$ cat src/rtl/fila_escrita_registradores.sv
`default_nettype none
// ============================================================================
// Module      : fila_escrita_registradores
// Description : Write-back queue in front of the 16x32 register bank.
//               Buffers execute-stage results, issues one bank write per
//               cycle when Drain_enable allows, and offers a combinational
//               lookup of the newest pending value for any register.
//               Optional macro FILA_COALESCE_EN: a push to the same address
//               as the tail-most pending entry overwrites that entry.
// Revision    : 1.0 - initial release
// ============================================================================
module fila_escrita_registradores #(
  parameter int DATA_WIDTH = 32,
  parameter int ADDR_WIDTH = 4,
  parameter int DEPTH      = 4   // power of two, at least 2
) (
  input  logic                    Clock_in,
  input  logic                    Signal_reset,
  input  logic                    Push_valid,
  output logic                    Push_ready,
  input  logic [ADDR_WIDTH-1:0]   Push_address,
  input  logic [DATA_WIDTH-1:0]   Push_data,
  input  logic                    Drain_enable,
  output logic [ADDR_WIDTH-1:0]   Address_to_write,
  output logic [DATA_WIDTH-1:0]   Data_to_write,
  output logic                    Signal_write,
  input  logic [ADDR_WIDTH-1:0]   Lookup_address,
  output logic                    Lookup_hit,
  output logic [DATA_WIDTH-1:0]   Lookup_data,
  output logic [$clog2(DEPTH):0]  Count,
  output logic                    Empty,
  output logic                    Full
);

  localparam int PTR_W = $clog2(DEPTH);
  localparam int CNT_W = PTR_W + 1;
  localparam logic [CNT_W-1:0] DEPTH_CNT = CNT_W'(DEPTH);
  localparam logic [CNT_W-1:0] ONE_CNT   = CNT_W'(1);

  // Entry storage; only occupied slots are ever observed, so no reset needed
  logic [ADDR_WIDTH-1:0] mem_addr [DEPTH];
  logic [DATA_WIDTH-1:0] mem_data [DEPTH];

  logic [PTR_W-1:0] head;
  logic [PTR_W-1:0] tail;
  logic [CNT_W-1:0] count;

  logic pop;
  logic push_alloc;
  logic merge;

  assign Count = count;
  assign Empty = (count == '0);
  assign Full  = (count == DEPTH_CNT);

  // Bank strobe and head entry; outputs forced to zero when nothing is queued
  assign Signal_write     = !Empty && Drain_enable;
  assign Address_to_write = Empty ? '0 : mem_addr[head];
  assign Data_to_write    = Empty ? '0 : mem_data[head];
  assign pop              = Signal_write;

`ifdef FILA_COALESCE_EN
  logic [PTR_W-1:0] tail_last;
  logic             tail_match;

  assign tail_last  = tail - PTR_W'(1);
  assign tail_match = !Empty && (mem_addr[tail_last] == Push_address);
  // Merging is only legal if the tail-most entry stays in the queue this
  // cycle; when it is the sole entry and is draining, allocate instead.
  assign merge      = Push_valid && tail_match && !(pop && (count == ONE_CNT));
  assign Push_ready = !Full || tail_match;
`else
  assign merge      = 1'b0;
  assign Push_ready = !Full;
`endif

  assign push_alloc = Push_valid && Push_ready && !merge;

  // Pointer and occupancy bookkeeping
  always_ff @(posedge Clock_in or negedge Signal_reset) begin
    if (!Signal_reset) begin
      head  <= '0;
      tail  <= '0;
      count <= '0;
    end else begin
      if (pop)        head <= head + PTR_W'(1);
      if (push_alloc) tail <= tail + PTR_W'(1);
      case ({push_alloc, pop})
        2'b10:   count <= count + ONE_CNT;
        2'b01:   count <= count - ONE_CNT;
        default: count <= count;
      endcase
    end
  end

  // Entry writes: allocate at the tail, or overwrite data of a merged entry
  always_ff @(posedge Clock_in) begin
    if (push_alloc) begin
      mem_addr[tail] <= Push_address;
      mem_data[tail] <= Push_data;
    end
`ifdef FILA_COALESCE_EN
    else if (merge) begin
      mem_data[tail_last] <= Push_data;
    end
`endif
  end

  // Lookup walks oldest to newest so the newest match overwrites older ones
  always_comb begin
    logic [PTR_W-1:0] idx;
    Lookup_hit  = 1'b0;
    Lookup_data = '0;
    idx         = '0;
    for (int i = 0; i < DEPTH; i++) begin
      idx = head + PTR_W'(i);
      if ((CNT_W'(i) < count) && (mem_addr[idx] == Lookup_address)) begin
        Lookup_hit  = 1'b1;
        Lookup_data = mem_data[idx];
      end
    end
  end

endmodule
`default_nettype wire

$ cat config.mk
export PLATFORM = sky130hd
export DESIGN_NAME = fila_escrita_registradores
export DESIGN_NICKNAME = d
export VERILOG_FILES = /design/src/rtl/fila_escrita_registradores.sv
export SDC_FILE = /design/constraint.sdc
export NUM_CORES = 1
export LEC_CHECK = 0
export BUFFER_PORTS_ARGS = -buffer_cell sky130_fd_sc_hd__buf_2
export CORE_UTILIZATION = 59
export CTS_CLUSTER_SIZE = 25
export DETAILED_ROUTE_END_ITERATION = 10
export PLACE_DENSITY = 0.85
export SLEW_MARGIN = 25
export SYNTH_ARGS = -nofsm -noshare
export SYNTH_HDL_FRONTEND = slang
export SYNTH_SLANG_ARGS = --single-unit
$ cat constraint.sdc
create_clock -name Clock_in -period 3.5 [get_ports Clock_in]
set_input_delay 0.7 -clock Clock_in [delete_from_list [all_inputs] [get_ports Clock_in]]
set_output_delay 0.7 -clock Clock_in [all_outputs]
set_load 0.005 [all_outputs]
### Word-level counts from Yosys, hierarchy flattened

Memories as Yosys holds them, arrays and structs flattened.
Index checks and enable logic that the tools add are counted.

| word-level totals | value |
|---|---|
| logic and storage cells | 45 |
| memories | 2 |
| flip-flop bits (word level) | 7 |
| memory bits (writable) | 144 |
| output and inout bits | 76 |
| bits of input ports | 44 |

Memories:

| memory | words | bits a word | rd ports | clocked after memory_dff | wr ports | RTL line | RTL |
|---|---|---|---|---|---|---|---|
| mem_data | 4 | 32 | 4 | 0 | 1 | 42 | `logic [DATA_WIDTH-1:0] mem_data [DEPTH];` |
| mem_addr | 4 | 4 | 4 | 0 | 1 | 41 | `logic [ADDR_WIDTH-1:0] mem_addr [DEPTH];` |

| cells by class | value |
|---|---|
| multiplexer cells | 13 |
| magnitude comparators | 4 |
| reductions and logical operators | 10 |
| eq/ne operators | 7 |
| $add $sub $neg | 6 |

Operators by type and width:

| operator | count |
|---|---|
| 32-bit two-way mux | 5 |
| 4-bit == test | 4 |
| 1-bit logical AND | 6 |
| 1-bit by 3-bit < comparator with 1-bit output, first input constant | 2 |
| 2-bit by 3-bit < comparator with 1-bit output, first input constant | 2 |
| 1-bit two-way mux | 6 |
| 3-bit one-hot mux with 2 select lines | 1 |
| 2-bit by 1-bit adder with 2-bit output, second input constant | 2 |
| 2-bit adder, second input constant | 2 |
| 4-bit two-way mux | 1 |
| 3-bit by 1-bit adder with 3-bit output, second input constant | 1 |
| 3-bit == test, second input constant | 1 |
| 3-bit zero test | 1 |
| 3-bit by 1-bit subtractor with 3-bit output, second input constant | 1 |
| 2-bit by 1-bit == test with 1-bit output, second input constant | 1 |
| 2-bit == test, second input constant | 1 |
| 1-bit zero test | 2 |
| 2-bit nonzero test | 1 |

### Logic depth before layout (Yosys ltp)

Gate-level depths: netlist of the first run.
An unclocked memory read counts as a cell.

| depth | value |
|---|---|
| depth after elaboration | 7 |
| gate-level depth with buffers | 9 |
| gate-level depth less buffers | 9 |

### Least setup slack after synthesis of the first run

OpenSTA, ideal clock, no wires.

| path | value |
|---|---|
| path type | flip-flop to output port |
| start point | register head[1] |
| end point | output port Lookup_data[0] |
| path slack | 0.663 ns |
| arrival time | 2.137 ns |
| buffers on the path | 4 |
| cell stages (with the launch flop) | 10 |
| required time | 2.800 ns |
| path through | dfrtp_1 -> buf_2 -> buf_2 -> mux4_2 -> xnor2_1 -> nand3_1 -> buf_2 -> clkbuf_1 -> nand3_1 -> o221ai_1 |

| between the ends | value |
|---|---|
| longest elaborated chain between the ends | 7 |

Ends and longest elaborated chain:

| element | RTL line | RTL |
|---|---|---|
| start: declaration | 44 | `logic [PTR_W-1:0] head;` |
| start signal: assignment | 86 | `if (pop) head <= head + PTR_W'(1);` |
| 2-bit by 1-bit adder with 2-bit output or memory 4 x 4 bit (tied branches) | -- |  |
| memory 4 x 4 bit or 4-bit == test (tied branches) | -- |  |
| 4-bit == test or 1-bit logical AND (tied branches) | 117 | `if ((CNT_W'(i) < count) && (mem_addr[idx] == Lookup_address)) begin` |
| 1-bit logical AND or 32-bit two-way mux (tied branches) | 117 |  |
| 32-bit two-way mux (2 in a row) | 117 |  |
| 32-bit two-way mux * | 117 |  |
| end: declaration | 29 | `output logic [DATA_WIDTH-1:0] Lookup_data,` |

Mark *: on every way between the ends. The rest lies on a longest branch, timed or not.

### Worst setup path after layout of the first run

| path | value |
|---|---|
| start point | register head[0] |
| end point | output port Lookup_data[22] |

The elaborated chain is that of the path after synthesis.

==> impl_metrics.json, run 1 <==
{
  "outcome": "finished with violations",
  "violations": "setup timing",
  "main_combinational_cell_family_by_area_after_synthesis": "multiplexers",
  "critical_path_cell_by_cell": "buf_12, mux4_2, xnor2_2, o2111ai_4, o32ai_2, nand3b_1, buf_6, buf_6, o221ai_1, buf_2",
  "ioPinCount": 120,
  "netlist_area_pre_place_mm2": 0.00918,
  "overall_power_after_layout_mw": 10.0,
  "layout.cells.most_common": "edfxtp_1",
  "r2r.worst_path.cells": 8,
  "share_comb_of_total_power_pct": 56.3,
  "final.setup.worst_slack_ns": -0.156,
  "clkLatencyLatePin_ns": 0.42,
  "worst-endpoint-arrival_ns": 2.96,
  "critPathRequiredTime_ns": 2.80,
  "cts_buf_count": 17,
  "synth-xor-area-share_pct": 2.10,
  "timing.critical_path.fanout_max": 12,
  "unrepaired_setup_endpoints_after_global_routing": "true",
  "r2r_setup_slack_ns": 1.11,
  "critical-path-top-cell-by-count": "buf_6",
  "clk_transition_reported_paths_ns": 0.06,
  "routedWlPerCell_um": 18.5,
  "slew-limit-headroom_pct": 35.4,
  "cts_buffer_depth": 2,
  "cts.sink_count": 151,
  "die_w_um": 127,
  "wire_length_of_the_first_global_routing_pass_um": 32800,
  "timing.max_cap.violations": 0,
  "postPlaceCellArea_mm2": 0.00992,
  "part_of_the_cycle_the_worst_path_needs_pct": 104,
  "worst_pin_slew_ns": 0.969,
  "design_area_mm2": 0.0108,
  "setup_viol_count_final": 32,
  "synth_async_sr_flop_share_pct": 4.64,
  "final.setup_skew_ns": 0.00789,
  "finalHoldViolCount": 0,
  "power_density_mw_per_mm2": 931,
  "p_seq_share_pct": 26.5,
  "post-place-cells": 1074,
  "drc_errors": 0,
  "post_layout_nonfiller_instances": 1116,
  "floorplan.initialDensity_pct": 60.4,
  "synth_adder_area_share_pct": 1.23,
  "number_of_antenna_violations_at_the_first_check_in_global_routing": 2,
  "tritoncts": "done",
  "sw_frac_of_total_pct": 40.0,
  "ys_seq_elements": 151,
  "final_period_minus_worst_setup_slack_ns": 3.66,
  "hold-worst-slack_ns": 0.103,
  "timing.rr.end": "Count[2]",
  "synth_top_area_share_pct": 47.1,
  "synth-edff-count": 144,
  "antenna_violating_nets_post_route": 0,
  "finalMaxSlewViolations": 0,
  "compound_gate_portion_of_the_synthesized_area_pct": 10.5,
  "cp_slowest_stage_delay_ns": 0.53,
  "yosys-mux-area-fraction_pct": 22.8,
  "worst_setup_path_category": "flip-flop to output port",
  "top_cells_by_area_in_the_synthesized_netlist": "edfxtp_1 (47%), mux2i_1 (10%), mux2_2 (7.6%), o21ai_0 (5.2%), mux4_2 (4.9%)",
  "cp-end-kind": "output port",
  "n_fill_cell": 1018,
  "switchingPower_mw": 4.02,
  "synthCells": 813,
  "grtUsageTotal_pct": 26.8,
  "area_enclosed_by_the_die_boundary_mm2": 0.0161,
  "initialDrtViolationCount": 498,
  "die_height_um": 127,
  "worstSetupStartpointType": "flip-flop",
  "p_clk_share_pct": 17.2,
  "reg2reg_from": "Count[1]",
  "irDropWorstVdd_mv": 0.438,
  "postSynthAreaPerCell_um2": 11.3,
  "cts-root-buf": "clkbuf_16",
  "first_global_vias": 6566,
  "synth_largest_area_cell": "edfxtp_1",
  "via_count": 6861,
  "synth.yosys.warnings": 0,
  "max_freq_mhz": 274,
  "post_synth_num_cell_types": 34,
  "quantity_of_hold_fixing_buffers_added_after_cts": 0,
  "synth_ff_type": "edfxtp_1",
  "worst_min_path_class": "input pin to asynchronous set/reset pin",
  "row_count": 45,
  "number_of_nets_at_the_end_of_the_flow": 966,
  "detailedPlacementHpwl_um": 13300,
  "synthSimpleGateAreaFrac_pct": 10.8,
  "crit_slowest_cell": "mux4_2",
  "layout_common_cells": "edfxtp_1 (144), buf_2 (119), nand2_1 (99)",
  "grt_remaining_overflow": 0,
  "post_route_cells_drive_above_1_share_pct": 31.9,
  "first_drt_pass_iteration_count": 5,
  "area.growth.synth_to_final_pct": 17.5,
  "core_area_mm2": 0.0152,
  "portBuffers": 119,
  "maximum_number_of_pins_on_one_net_before_global_route_repair": 122,
  "syn_nets": 866,
  "p_int_mw": 6.02,
  "routed_vias_inst": 6.15,
  "finalWirelength_um": 20700,
  "sequential_element_share_of_the_synthesized_area_pct": 49.0,
  "p_leak_nw": 4.09,
  "place_congestion": 0.811,
  "cts-htree-levels": 4
}
[final cells by class]
type	count	area (um2)	area share, %
tap	188	235	2.18
timing repair buffer	148	882	8.18
sequential	151	4510	41.8
clock inverter	6	37.5	0.348
clock buffer	26	542	5.02
inverter	7	26.3	0.244
multi-input combinational	588	4550	42.2
antenna	2	5.00	0.0464
[sequential cells by signal (all words and copies together), names as in the netlist]
signal / cells
mem_addr: 16
head: 2
Count: 3
tail: 2
mem_data: 128
[routing by layer]
metal / track usage [%] / vias up / part of all wire [%]
li1: - / 3246 / -
met1: 33.0 / 3300 / 41
met2: 45.7 / 269 / 49
met3: 5.74 / 46 / 7.1
met4: 12.2 / 0 / 2.7
met5: 0 / - / 0
[power by group through the flow]
stage | logic (mW) | clock network (mW) | registers, mW
floorplan | 3.87 | 0 | 2.57
global placement | 5.04 | 0 | 2.69
detailed placement | 5.18 | 0 | 2.72
CTS | 5.43 | 1.75 | 2.65
global route | 6.17 | 1.81 | 2.70
finish | 5.65 | 1.73 | 2.66
[timing repair]
action / 4_1_cts / 5_1_grt
endpoints found under the setup margin: 33 / 33
cloned: 1 / 1
pin swaps: 2 / 5
gates resized for setup: 11 / 22
buffers inserted: 6 / 1
[synth_stat cells, drive strengths merged (2+ instances only)]
| cell | number |
|---|---|
| a21oi | 33 |
| and3 | 4 |
| buf | 29 |
| clkbuf | 38 |
| dfrtp | 7 |
| edfxtp | 144 |
| ha | 9 |
| inv | 7 |
| mux2 | 62 |
| mux2i | 94 |
| mux4 | 20 |
| nand2 | 99 |
| nand2b | 2 |
| nand3 | 33 |
| nor2 | 34 |
| nor2b | 39 |
| nor3 | 3 |
| o21ai | 95 |
| o221ai | 31 |
| xnor2 | 15 |
| xor2 | 7 |
[logic make-up after synthesis]
| logic type | Yosys count |
|---|---|
| AND/OR/NAND/NOR | 217 |
| multiplexers | 176 |
| AO/OA/AOI/OAI | 164 |
| flip-flops | 151 |
| buffers and inverters | 74 |
| XOR/XNOR | 22 |
| adder cells (fa/ha/maj) | 9 |
[worst max-delay path: cells and delay by family (launching register included)]
kind,cells,cell delay (ns)
flip-flops,1,0.44
AND/OR/NAND/NOR,1,0.13
XOR/XNOR,1,0.21
buffers and inverters,4,0.61
multiplexers,1,0.53
AO/OA/AOI/OAI,3,0.61
[through the flow]
step	setup TNS, ns	worst slack (ns)	utilization [%]
finish	-3.74	-0.156	70.9
global route	-6.96	-0.238	70.9
CTS	-2.59	-0.109	70.1
detailed placement	0	0.177	65.3
global placement	0	0.235	65.3
floorplan	0	0.663	-
[worst max path at each step]
stage | start | to | slack, ns | depth (start not counted)
after global routing | head[0] | Lookup_data[14] | -0.24 | 10
final | head[0] | Lookup_data[22] | -0.16 | 10
after global placement | head[0] | Lookup_data[22] | 0.23 | 8
after detailed placement | head[0] | Lookup_data[19] | 0.18 | 8
after floorplan | head[1] | Lookup_data[0] | 0.66 | 9
after CTS | head[0] | Lookup_data[19] | -0.11 | 10
Power figures use the tool's default switching activity.
==> inputs of run 2 (changes only) <==
--- a/config.mk
+++ b/config.mk
@@ -10,4 +10,5 @@
 export CTS_CLUSTER_SIZE = 25
 export DETAILED_ROUTE_END_ITERATION = 10
+export HOLD_SLACK_MARGIN = 0.05
 export PLACE_DENSITY = 0.85
 export SLEW_MARGIN = 25
==> constraint.sdc (replaced) <==
create_clock -name Clock_in -period 3.5 [get_ports Clock_in]
set_input_delay 0.7 -clock Clock_in [delete_from_list [all_inputs] [get_ports Clock_in]]
set_output_delay 0.7 -clock Clock_in [all_outputs]
set_load 0.01 [all_outputs]
==> impl_metrics.json, run 2 (synthesis gave the netlist of run 1 again) <==
{
  "number_of_nets_at_the_end_of_the_flow": 973,
  "setup_viol_count_final": 33,
  "critical_path_cell_by_cell": "buf_6, mux4_2, xnor2_2, nand2_1, o32ai_2, nand3b_1, buf_8, o221ai_1, buf_2",
  "post_route_cells_drive_above_1_share_pct": 31.7,
  "layout.cells.most_common": "edfxtp_1",
  "row_count": 45,
  "cp_slowest_stage_delay_ns": 0.56,
  "drc_errors": 0,
  "worst_min_path_class": "input pin to asynchronous set/reset pin",
  "area_enclosed_by_the_die_boundary_mm2": 0.0161,
  "routedWlPerCell_um": 19.2,
  "worst_pin_slew_ns": 0.865,
  "n_fill_cell": 1013,
  "largest_register_by_flop_count": "mem_data",
  "crit_path_max_delay_family": "multiplexers",
  "maximum_number_of_pins_on_one_net_before_global_route_repair": 122,
  "area.growth.synth_to_final_pct": 18.0,
  "power_density_mw_per_mm2": 955,
  "hold-worst-slack_ns": 0.103,
  "cts-root-buf": "clkbuf_16",
  "die_w_um": 127,
  "tritoncts": "done",
  "cts-htree-levels": 4,
  "worst_setup_path_category": "flip-flop to output port",
  "cp-end-kind": "output port",
  "detailedPlacementHpwl_um": 13300,
  "final.setup_skew_ns": 0.00831,
  "grtUsageTotal_pct": 26.5,
  "largest_register_ffs": 128,
  "via_count": 6882,
  "layout_common_cells": "edfxtp_1 (144), buf_2 (119), nand2_1 (99)",
  "irDropWorstVdd_mv": 0.510,
  "max_freq_mhz": 269,
  "clk_transition_reported_paths_ns": 0.06,
  "worst-endpoint-arrival_ns": 3.02,
  "postLayoutCoreUtil_pct": 71.2,
  "critPathRequiredTime_ns": 2.80,
  "final_period_minus_worst_setup_slack_ns": 3.72,
  "floorplan.initialDensity_pct": 60.4,
  "cts_buf_count": 17,
  "place_congestion": 0.825,
  "slew-limit-headroom_pct": 42.4,
  "quantity_of_hold_fixing_buffers_added_after_cts": 0,
  "first_drt_pass_iteration_count": 5,
  "worstSetupStartpointType": "flip-flop",
  "number_of_antenna_violations_at_the_first_check_in_global_routing": 2,
  "p_leak_nw": 4.16,
  "wire_length_of_the_first_global_routing_pass_um": 32500,
  "finalWirelength_um": 21600,
  "timing.critical_path.fanout_max": 16,
  "unrepaired_setup_endpoints_after_global_routing": "true",
  "core_area_mm2": 0.0152,
  "clkLatencyLatePin_ns": 0.42,
  "cts.sink_count": 151,
  "finalMaxSlewViolations": 0,
  "final.setup.worst_slack_ns": -0.219,
  "crit_slowest_cell": "mux4_2",
  "violations": "setup timing",
  "buffers_plus_inverters_on_the_worst_setup_path": 3,
  "timing.max_cap.violations": 0,
  "stages_on_worst_setup_path": 9,
  "r2r.worst_path.cells": 8,
  "die_height_um": 127,
  "outcome": "finished with violations",
  "cts_buffer_depth": 2,
  "initialDrtViolationCount": 634,
  "first_global_vias": 6380,
  "finalHoldViolCount": 0,
  "portBuffers": 119,
  "antenna_violating_nets_post_route": 0,
  "ioPinCount": 120,
  "part_of_the_cycle_the_worst_path_needs_pct": 106,
  "grt_remaining_overflow": 0,
  "routed_vias_inst": 6.13
}
==> run 2: cell type report <==
class,instances,area (um2),area share [%]
flip-flops and latches,151,4510,41.6
well taps,188,235,2.17
diodes,2,5.00,0.0462
clock buffers,23,510,4.71
multi-input cells,588,4500,41.6
clock inverters,9,60.1,0.555
repair buffers,155,986,9.10
inverters,7,26.3,0.243
==> run 2: final timing paths <==
path	from	endpoint	slack [ns]
setup / recovery	head[0]	Lookup_data[2]	-0.22
hold / removal	Signal_reset	Count[1]	0.10
setup reg to reg	Count[0]	Count[2]	1.08
hold reg to reg	tail[1]	tail[1]	0.63
max in group asynchronous	Signal_reset	head[0]	3.22
min in group Clock_in	Push_data[21]	mem_data[1][21]	0.50
==> run 2: worst reg2reg max path, delay by kind of cell, from the launching register on <==
family,cells,cell delay [ns]
adder cells (fa/ha/maj),2,0.49
multiplexers,1,0.20
AND/OR/NAND/NOR,3,0.84
flip-flops,1,0.48
XOR/XNOR,1,0.14
buffers and inverters,1,0.15
==> run 2: timing repair <==
action / CTS / global route
setup buffers: 8 / 5
gates resized for setup: 14 / 17
endpoints found under the setup margin: 33 / 33
cloned: 1 / 1
pin swaps: 3 / 3
==> run 2: through the flow <==
step | setup TNS (ns) | area, um2 | setup WS [ns] | std cells | total power [mW]
2_1_floorplan | 0 | 9180 | 0.608 | 813 | 6.68
3_3_place_gp | 0 | 9920 | 0.221 | 1074 | 7.98
3_5_place_dp | 0 | 9920 | 0.168 | 1074 | 8.13
4_1_cts | -2.19 | 10700 | -0.115 | 1115 | 10.1
5_1_grt | -7.53 | 10800 | -0.277 | 1121 | 11.0
6_report | -4.77 | 10800 | -0.219 | 1123 | 10.3
==> run 2: power breakdown <==
group          leakage (nW)  total [mW]  switching [mW]  internal [mW]
Sequential             1.40        2.65           0.245           2.41
Combinational          2.47        5.96            3.37           2.59
Clock                 0.289        1.72           0.693           1.03
==> run 2: routing by layer <==
layer	global-route usage, %	part of all wire (%)	routed length [um]	vias up
li1	-	-	-	3266
met1	32.8	41	8880	3315
met2	45.4	50	10900	261
met3	5.69	6.2	1340	40
met4	10.6	2.1	454	0
met5	0	0	0	-
